<file path="config.mk">
export PLATFORM = sky130hd
export DESIGN_NAME = vexriscv_ibus_rom_flat
export DESIGN_NICKNAME = d
export VERILOG_FILES = /design/src/rtl/vexriscv_ibus_rom_if.sv /design/src/rtl/vexriscv_ibus_rom.sv /design/src/flat_wrapper.sv
export SDC_FILE = /design/constraint.sdc
export NUM_CORES = 1
export LEC_CHECK = 0
export ABC_AREA = 1
export BUFFER_PORTS_ARGS = -buffer_cell sky130_fd_sc_hd__buf_2
export CAP_MARGIN = 25
export CORE_MARGIN = 4
export CORE_UTILIZATION = 41
export DETAILED_ROUTE_END_ITERATION = 10
export HOLD_SLACK_MARGIN = 0.1
export PLACE_DENSITY = 0.76
export SKIP_LAST_GASP = 1
export SYNTH_ARGS = -nofsm -noshare
export SYNTH_HDL_FRONTEND = slang
export SYNTH_SLANG_ARGS = --single-unit
</file>
<file path="constraint.sdc">
create_clock -name clk -period 1.4 [get_ports clk]
set_clock_uncertainty 0.15 [all_clocks]
set_input_delay 0.21 -clock clk [delete_from_list [all_inputs] [get_ports clk]]
set_output_delay 0.21 -clock clk [all_outputs]
set_load 0.005 [all_outputs]
</file>
<file path="src/rtl/vexriscv_ibus_rom_if.sv">
// AXI4 read-only channel bundle (AR + R) between an instruction-bus master and the ROM bridge.
interface vexriscv_ibus_rom_if #(
  parameter int unsigned ID_WIDTH   = 1,
  parameter int unsigned ADDR_WIDTH = 32,
  parameter int unsigned DATA_WIDTH = 32
);

  // Read address channel
  logic [ID_WIDTH-1:0]   arid;
  logic [ADDR_WIDTH-1:0] araddr;
  logic [7:0]            arlen;
  logic [1:0]            arburst;
  logic                  arvalid;
  logic                  arready;

  // Read data channel
  logic [ID_WIDTH-1:0]   rid;
  logic [DATA_WIDTH-1:0] rdata;
  logic [1:0]            rresp;
  logic                  rlast;
  logic                  rvalid;
  logic                  rready;

  modport master (
    output arid, araddr, arlen, arburst, arvalid, rready,
    input  arready, rid, rdata, rresp, rlast, rvalid
  );

  modport slave (
    input  arid, araddr, arlen, arburst, arvalid, rready,
    output arready, rid, rdata, rresp, rlast, rvalid
  );

endinterface

</file>
<file path="src/rtl/vexriscv_ibus_rom.sv">
// AXI4 read-only slave that serves instruction bursts from a synchronous single-port ROM.
// One burst in flight; each beat is a ROM read cycle followed by a data cycle.
module vexriscv_ibus_rom #(
  parameter int unsigned C_S00_AXI_ID_WIDTH   = 1,
  parameter int unsigned C_S00_AXI_ADDR_WIDTH = 32,
  parameter int unsigned C_S00_AXI_DATA_WIDTH = 32,
  parameter int unsigned MEM_ADDR_WIDTH       = 12
) (
  input  logic                            clk,
  input  logic                            reset,
  vexriscv_ibus_rom_if.slave              s00_axi,
  output logic                            mem_en,
  output logic [MEM_ADDR_WIDTH-1:0]       mem_addr,
  input  logic [C_S00_AXI_DATA_WIDTH-1:0] mem_rdata
);

  localparam int unsigned ID_W   = C_S00_AXI_ID_WIDTH;
  localparam int unsigned ADDR_W = C_S00_AXI_ADDR_WIDTH;
  localparam int unsigned MEM_W  = MEM_ADDR_WIDTH;
  localparam int unsigned LEN_W  = 8;

  localparam logic [1:0] ST_IDLE = 2'd0;
  localparam logic [1:0] ST_READ = 2'd1;
  localparam logic [1:0] ST_DATA = 2'd2;

  localparam logic [1:0] BURST_FIXED = 2'b00;
  localparam logic [1:0] BURST_WRAP  = 2'b10;

  logic [1:0]        state_q,   state_d;
  logic [ID_W-1:0]   id_q,      id_d;
  logic [ADDR_W-1:0] addr_q,    addr_d;
  logic [LEN_W-1:0]  len_q,     len_d;
  logic [1:0]        burst_q,   burst_d;
  logic [LEN_W-1:0]  beat_q,    beat_d;
  logic              arready_q, arready_d;
  logic              rvalid_q,  rvalid_d;
  logic              rlast_q,   rlast_d;
  logic              mem_en_q,  mem_en_d;

  logic [ADDR_W-1:0] addr_inc;
  logic [ADDR_W-1:0] wrap_mask;
  logic [ADDR_W-1:0] addr_next;

  // Address of the following beat; reserved burst type 2'b11 behaves as INCR
  always_comb begin
    addr_inc  = addr_q + ADDR_W'(4);
    wrap_mask = ADDR_W'({len_q, 2'b11});
    addr_next = addr_inc;
    case (burst_q)
      BURST_FIXED: addr_next = addr_q;
      BURST_WRAP:  addr_next = (addr_q & ~wrap_mask) | (addr_inc & wrap_mask);
      default:     addr_next = addr_inc;
    endcase
  end

  // Next-state and registered-output decode
  always_comb begin
    state_d   = state_q;
    id_d      = id_q;
    addr_d    = addr_q;
    len_d     = len_q;
    burst_d   = burst_q;
    beat_d    = beat_q;
    arready_d = arready_q;
    rvalid_d  = rvalid_q;
    rlast_d   = rlast_q;
    mem_en_d  = mem_en_q;

    case (state_q)
      ST_IDLE: begin
        arready_d = 1'b1;
        rvalid_d  = 1'b0;
        rlast_d   = 1'b0;
        mem_en_d  = 1'b0;
        if (s00_axi.arvalid) begin
          id_d      = s00_axi.arid;
          addr_d    = s00_axi.araddr;
          len_d     = s00_axi.arlen;
          burst_d   = s00_axi.arburst;
          beat_d    = '0;
          arready_d = 1'b0;
          mem_en_d  = 1'b1;
          state_d   = ST_READ;
        end
      end

      // ROM samples mem_addr at the end of this cycle
      ST_READ: begin
        mem_en_d = 1'b0;
        rvalid_d = 1'b1;
        rlast_d  = (beat_q == len_q);
        state_d  = ST_DATA;
      end

      // Beat presented; hold everything until the master takes it
      ST_DATA: begin
        if (s00_axi.rready) begin
          beat_d   = beat_q + LEN_W'(1);
          addr_d   = addr_next;
          rvalid_d = 1'b0;
          rlast_d  = 1'b0;
          if (rlast_q) begin
            arready_d = 1'b1;
            state_d   = ST_IDLE;
          end else begin
            mem_en_d = 1'b1;
            state_d  = ST_READ;
          end
        end
      end

      default: begin
        arready_d = 1'b1;
        rvalid_d  = 1'b0;
        rlast_d   = 1'b0;
        mem_en_d  = 1'b0;
        state_d   = ST_IDLE;
      end
    endcase
  end

  // State and output registers with synchronous reset
  always_ff @(posedge clk) begin
    if (reset) begin
      state_q   <= ST_IDLE;
      id_q      <= '0;
      addr_q    <= '0;
      len_q     <= '0;
      burst_q   <= '0;
      beat_q    <= '0;
      arready_q <= 1'b1;
      rvalid_q  <= 1'b0;
      rlast_q   <= 1'b0;
      mem_en_q  <= 1'b0;
    end else begin
      state_q   <= state_d;
      id_q      <= id_d;
      addr_q    <= addr_d;
      len_q     <= len_d;
      burst_q   <= burst_d;
      beat_q    <= beat_d;
      arready_q <= arready_d;
      rvalid_q  <= rvalid_d;
      rlast_q   <= rlast_d;
      mem_en_q  <= mem_en_d;
    end
  end

  // ROM data passes straight through; the ROM holds it while mem_en is low
  assign s00_axi.arready = arready_q;
  assign s00_axi.rid     = id_q;
  assign s00_axi.rdata   = mem_rdata;
  assign s00_axi.rresp   = 2'b00;
  assign s00_axi.rlast   = rlast_q;
  assign s00_axi.rvalid  = rvalid_q;
  assign mem_en          = mem_en_q;
  assign mem_addr        = addr_q[MEM_W+1:2];

endmodule

</file>
<file path="src/flat_wrapper.sv">
// flat-port wrapper written by rule: the top's interface ports become plain ports
module vexriscv_ibus_rom_flat 
#(
  parameter int unsigned C_S00_AXI_ID_WIDTH   = 1,
  parameter int unsigned C_S00_AXI_ADDR_WIDTH = 32,
  parameter int unsigned C_S00_AXI_DATA_WIDTH = 32,
  parameter int unsigned MEM_ADDR_WIDTH       = 12
)
  (clk, reset, mem_en, mem_addr, mem_rdata, s00_axi_arid, s00_axi_araddr, s00_axi_arlen, s00_axi_arburst, s00_axi_arvalid, s00_axi_rready, s00_axi_arready, s00_axi_rid, s00_axi_rdata, s00_axi_rresp, s00_axi_rlast, s00_axi_rvalid);
  vexriscv_ibus_rom_if #(.ID_WIDTH(1), .ADDR_WIDTH(32), .DATA_WIDTH(32)) s00_axi_i ();
  input  logic clk;
  input  logic reset;
  output logic mem_en;
  output logic [MEM_ADDR_WIDTH-1:0] mem_addr;
  input  logic [C_S00_AXI_DATA_WIDTH-1:0] mem_rdata;
  input wire logic [$bits(s00_axi_i.arid)-1:0] s00_axi_arid;
  input wire logic [$bits(s00_axi_i.araddr)-1:0] s00_axi_araddr;
  input wire logic [$bits(s00_axi_i.arlen)-1:0] s00_axi_arlen;
  input wire logic [$bits(s00_axi_i.arburst)-1:0] s00_axi_arburst;
  input wire logic [$bits(s00_axi_i.arvalid)-1:0] s00_axi_arvalid;
  input wire logic [$bits(s00_axi_i.rready)-1:0] s00_axi_rready;
  output wire logic [$bits(s00_axi_i.arready)-1:0] s00_axi_arready;
  output wire logic [$bits(s00_axi_i.rid)-1:0] s00_axi_rid;
  output wire logic [$bits(s00_axi_i.rdata)-1:0] s00_axi_rdata;
  output wire logic [$bits(s00_axi_i.rresp)-1:0] s00_axi_rresp;
  output wire logic [$bits(s00_axi_i.rlast)-1:0] s00_axi_rlast;
  output wire logic [$bits(s00_axi_i.rvalid)-1:0] s00_axi_rvalid;
  assign s00_axi_i.arid = s00_axi_arid;
  assign s00_axi_i.araddr = s00_axi_araddr;
  assign s00_axi_i.arlen = s00_axi_arlen;
  assign s00_axi_i.arburst = s00_axi_arburst;
  assign s00_axi_i.arvalid = s00_axi_arvalid;
  assign s00_axi_i.rready = s00_axi_rready;
  assign s00_axi_arready = s00_axi_i.arready;
  assign s00_axi_rid = s00_axi_i.rid;
  assign s00_axi_rdata = s00_axi_i.rdata;
  assign s00_axi_rresp = s00_axi_i.rresp;
  assign s00_axi_rlast = s00_axi_i.rlast;
  assign s00_axi_rvalid = s00_axi_i.rvalid;
  vexriscv_ibus_rom #(.C_S00_AXI_ID_WIDTH(C_S00_AXI_ID_WIDTH), .C_S00_AXI_ADDR_WIDTH(C_S00_AXI_ADDR_WIDTH), .C_S00_AXI_DATA_WIDTH(C_S00_AXI_DATA_WIDTH), .MEM_ADDR_WIDTH(MEM_ADDR_WIDTH)) u_core (.clk(clk), .reset(reset), .s00_axi(s00_axi_i), .mem_en(mem_en), .mem_addr(mem_addr), .mem_rdata(mem_rdata));
endmodule
</file>
Word-level counts from Yosys, hierarchy flattened:

Cells that the tools add are included.

* bits in registers: 57
* bits of input ports: 79
* output and inout bits: 51
* word-level logic and storage cells: 57

* add/sub/neg operators: 2
* eq/ne operators: 9
* mux-type cells: 22
* bitwise gates (word level): 5
* reduce and logical (&&, ||, !) cells: 9

Operators with widths (number)
* 32-bit one-hot mux with 2 select lines: 2
* 32-bit two-way mux: 2
* 32-bit by 3-bit adder with 32-bit output, second input constant: 1
* 32-bit by 10-bit AND with 32-bit output: 1
* 32-bit AND: 1
* 10-bit inverter with 32-bit output: 1
* 32-bit OR: 1
* 8-bit two-way mux: 2
* 8-bit one-hot mux with 2 select lines: 1
* 8-bit by 1-bit adder with 8-bit output, second input constant: 1
* 8-bit equality test: 1
* 1-bit two-way mux: 8
* 2-bit != test, second input constant: 4
* 1-bit one-hot mux with 2 select lines: 3
* 2-bit one-hot mux with 3 select lines: 1
* 2-bit AND reduction: 3
* 3-bit AND reduction: 2
* 2-bit equality test, second input constant: 2
* 2-bit logical NOT: 2
* 2-bit two-way mux: 2
* 4-bit AND reduction: 1
* 1-bit one-hot mux with 3 select lines: 1
* 2-bit by 1-bit equality test with 1-bit output, second input constant: 1
* 2-bit by 1-bit != test with 1-bit output, second input constant: 1
* 2 further kinds: 2

Logic depth before layout (Yosys ltp):

* word-level depth: 6
* mapped depth: 10
* depth with buffers taken out: 9

Least setup slack after synthesis:

No wires, ideal clock.

* path type: reg2reg
* from: register u_core.addr_q[2]
* to: register u_core.addr_q[10]
* library setup time: 0.109 ns
* arrival: 1.126 ns
* data required time: 1.141 ns
* slack: 0.015 ns
* stages on the path, launching flop included: 9
* path buffers: 0
* clock period less this slack: 1.385 ns
* cells stage by stage: dfxtp_1 > ha_1 > nand2_1 > nor2_1 > nand3_1 > nand3_1 > nand3b_1 > nand2_1 > inv_1

* word-level cells in the longest chain between the ends: 6

RTL lines
* from (decl): line vexriscv_ibus_rom.sv:31 `logic [ADDR_W-1:0] addr_q, addr_d;`
* from (signal assigned): line vexriscv_ibus_rom.sv:138 `addr_q <= addr_d;`
* 32-bit by 3-bit adder with 32-bit output (*): line vexriscv_ibus_rom.sv:46 `addr_inc = addr_q + ADDR_W'(4);`
* 32-bit by 10-bit AND with 32-bit output: line vexriscv_ibus_rom.sv:51 `BURST_WRAP: addr_next = (addr_q & ~wrap_mask) | (addr_inc & wrap_mask);`
* 32-bit OR: line vexriscv_ibus_rom.sv:51
* 32-bit one-hot mux with 2 select lines (*): line vexriscv_ibus_rom.sv:49 `case (burst_q)`
* 32-bit two-way mux (*): line vexriscv_ibus_rom.sv:97 `if (s00_axi.rready) begin`
* 32-bit one-hot mux with 2 select lines (*): line vexriscv_ibus_rom.sv:69 `case (state_q)`

Mark *: on every way between the ends. The rest lies on a longest branch, timed or not. The select of a mux whose other input is x is not followed.
A chain may end at the register's enable or synchronous reset.

Worst setup path after layout:

* from: register u_core.state_q[1]
* to: register u_core.beat_q[5]

* word-level cells in the longest chain between the ends: 3
* elaborated cells between the ends (all ways): 7
* those cells by class: eq/ne: 3; mux: 1; reduce/logical: 3

RTL lines
* from (decl): line vexriscv_ibus_rom.sv:29 `logic [1:0] state_q, state_d;`
* from (signal assigned): line vexriscv_ibus_rom.sv:136 `state_q <= state_d;`
* 2-bit equality test / 2-bit logical NOT (equally long branches): line vexriscv_ibus_rom.sv:69
* 2-bit != test (no source line) / 2-bit nonzero test (equally long branches)
* 3-bit AND reduction (no source line)
* to (signal assigned): line vexriscv_ibus_rom.sv:141 `beat_q <= beat_d;`
* to (decl): line vexriscv_ibus_rom.sv:34 `logic [LEN_W-1:0] beat_q, beat_d;`

Parallel ways exist; a longest one is shown, timed or not.

==> impl_metrics.env <==
export IMPL_crit_fanout=5
export IMPL_dr_pass1_iters=4
export IMPL_rsz0062_at_grt="yes"
export IMPL_power_per_cell_area_nw_per_um2=910.0
export IMPL_first_global_vias=2375
export IMPL_ys_ff_latch=37
export IMPL_yosys_warnings=0
export IMPL_yosys_area_share_simple=0.3636
export IMPL_synth_top_area_frac=0.3075
export IMPL_worst_slack_ns=-0.07727
export IMPL_numPortBuffers=43
export IMPL_synth_cell_area_um2=2409
export IMPL_htreeDepth=2
export IMPL_gp_congestion=0.8817
export IMPL_io_pins=130
export IMPL_synth_mux_area_frac=0
export IMPL_n_fill_cell=589
export IMPL_grt_max_degree=18
export IMPL_r2r_cells=8
export IMPL_end_kind="flop"
export IMPL_insertion_delay_ns=0.30
export IMPL_hold_viol_final=0
export IMPL_synth_distinct_cells=28
export IMPL_vias=2560
export IMPL_path_class="flop to flop"
export IMPL_drive_above_1_share=0.2764
export IMPL_drv_cap=0
export IMPL_dp_hpwl_um=4688
export IMPL_critPathRequiredTime_ns=1.45
export IMPL_num_rows=27
export IMPL_hold_path_class="input pin to flop"
export IMPL_finalSetupViolCount=19
export IMPL_violations="negative setup slack"
export IMPL_clockBufferDepth=2
export IMPL_grt_antenna_before_repair=0
export IMPL_grt_pass1_wl_um=10380
export IMPL_drcViolationCount=0
export IMPL_synth_xor_xnor_area_share=0.007273
export IMPL_antenna_cells=0
export IMPL_clkTransAtPathRegs_ns=0.08
export IMPL_die_h_um=84.65
export IMPL_fp_dieArea_um2=7165
export IMPL_place_ws_ns=-0.09917
export IMPL_period_share=1.055
export IMPL_reg2reg_from="u_core.state_q[1]"
export IMPL_layout_commonest_cell="nand2_1"
export IMPL_synth_top_family_by_area="simple AND/OR/NAND/NOR gates"
export IMPL_peakVddDrop_mv=0.6592
export IMPL_synth_adder_area_share=0.01039
export IMPL_yosys_top_cells_area="dfxtp_1 (31%), nand2_1 (18%), buf_4 (11%)"
export IMPL_yosys_area_top_type="dfxtp_1"
export IMPL_track_usage=0.1746
export IMPL_design_core_area_um2=5608
export IMPL_whs_ns=0.09758
export IMPL_area_growth_pct=28.31
export IMPL_vias_per_cell=4.952
export IMPL_status="complete, but fails checks"
export IMPL_initial_core_util=0.4295
export IMPL_slew_viol_final=0
export IMPL_rrSetupSlack_ns=-0.08
export IMPL_cts_sinks=37
export IMPL_power_leakage_nw=1.417
export IMPL_setup_tns_final_ns=-0.6984
export IMPL_yosysSeqAreaShare=0.3075
export IMPL_r2r_end="u_core.beat_q[5]"
export IMPL_crit_arrival_ns=1.52
export IMPL_gr_total_overflow=0
export IMPL_hold_depth=5
export IMPL_fmax_mhz=676.9
export IMPL_syn_area_per_cell_um2=6.144
export IMPL_min_from="s00_axi_araddr[3]"
export IMPL_drt_total_wl_um=6425
export IMPL_final_cell_mix="nand2_1 (101), buf_2 (43), inv_1 (41), nor2_1 (34), dfxtp_1 (34)"
export IMPL_cts_buffers=5
export IMPL_multi_input_area_um2=1326
export IMPL_wl_per_cell_um=12.43
export IMPL_drt_initial_drc_count=107
export IMPL_synth_compound_area_share=0.1132
export IMPL_fin_crit_ns=1.477
export IMPL_cp_start_kind="flop"
export IMPL_syn_inst=392
export IMPL_postRouteAntennaNets=0
export IMPL_regArea_um2=744.5
export IMPL_cts_tree="done"
export IMPL_nNetsFinal=525
export IMPL_dieWidth_um=84.65
export IMPL_clockRootBuffer="clkbuf_8"
[per-layer routing]
layer / GRT usage / share of wire
met1: 0.2105 / 0.40
met4: 0.06763 / 0.017
met3: 0.04220 / 0.085
met5: 0 / 0
met2: 0.2982 / 0.49
[worst max path at each step]
stage                      start                end  slack (ns)  cells past startpoint
6_report       u_core.state_q[1]   u_core.beat_q[5]       -0.08                      8
5_1_grt        u_core.state_q[1]  u_core.addr_q[10]       -0.16                      8
4_1_cts        u_core.state_q[1]  u_core.addr_q[10]       -0.03                      8
3_5_place_dp   u_core.state_q[1]  u_core.addr_q[10]        -0.1                      8
3_3_place_gp   u_core.state_q[1]  u_core.addr_q[10]       -0.05                      8
2_1_floorplan   u_core.addr_q[2]  u_core.addr_q[10]        0.01                      8
[kinds of logic (layout without fill, tap and decap cells)]
family	Yosys count	count (layout)
buffers and inverters	89	141
AOI/OAI and AO/OA	53	53
and+or+nand+nor	208	208
adders and majority gates	2	2
xor gates and xnor gates	2	2
other	1	2
DFF	37	37
[metrics by stage]
stage	utilization	power, W	cell area, um2	cells
6_report	0.5511	0.002812	3090	517
5_1_grt	0.5511	0.002985	3090	517
4_1_cts	0.5205	0.002741	2919	512
3_5_place_dp	0.4636	0.001908	2600	485
3_3_place_gp	0.4636	0.001888	2600	485
2_1_floorplan	-	0.001701	2412	393
[cell type report]
cell class / count / share of cell area
tap: 72 / 0.02915
multi-input combinational: 267 / 0.4291
clock buffer: 6 / 0.02348
timing repair buffer: 89 / 0.2166
sequential: 37 / 0.2409
clock inverter: 2 / 0.004858
inverter: 44 / 0.05587
[worst max-delay path, stage by stage (launching register included)]
cell,delay (ns)
dfxtp_2,0.36
inv_2,0.06
nor2_4,0.18
nand2_2,0.11
nand2_4,0.11
buf_12,0.12
nand4_1,0.09
nor2_1,0.13
nor2_1,0.05
[synth_stat cells]
master	count
buf_4	35
nor2_1	44
nand2_2	3
buf_2	5
nand4_1	7
clkbuf_2	1
a21oi_1	30
o21bai_1	1
dfxtp_1	37
or2_2	1
nand3_1	32
ha_1	2
nor2_2	1
nand2_4	1
nor2_4	1
xnor2_1	2
inv_2	2
o21ai_0	20
buf_1	2
o21a_1	1
inv_1	42
nor3b_1	1
clkbuf_1	2
a211oi_1	1
conb_1	1
nand3b_1	1
and3_1	1
nand2_1	115
[report_power, final]
part           switching (W)  internal, W
clock               0.000423     0.000351
combinational       0.000432     0.000377
sequential         0.0000848      0.00114
[repair_timing]
action                     4_1_cts  5_1_grt
buffers inserted                 1        3
setup endpoints to repair       15       32
gates cloned                     0        1
hold endpoints to repair        18        1
gates resized for setup         17       37
hold buffers                    18        1
pin swaps                        0        9
Power figures use the tool's default switching activity.
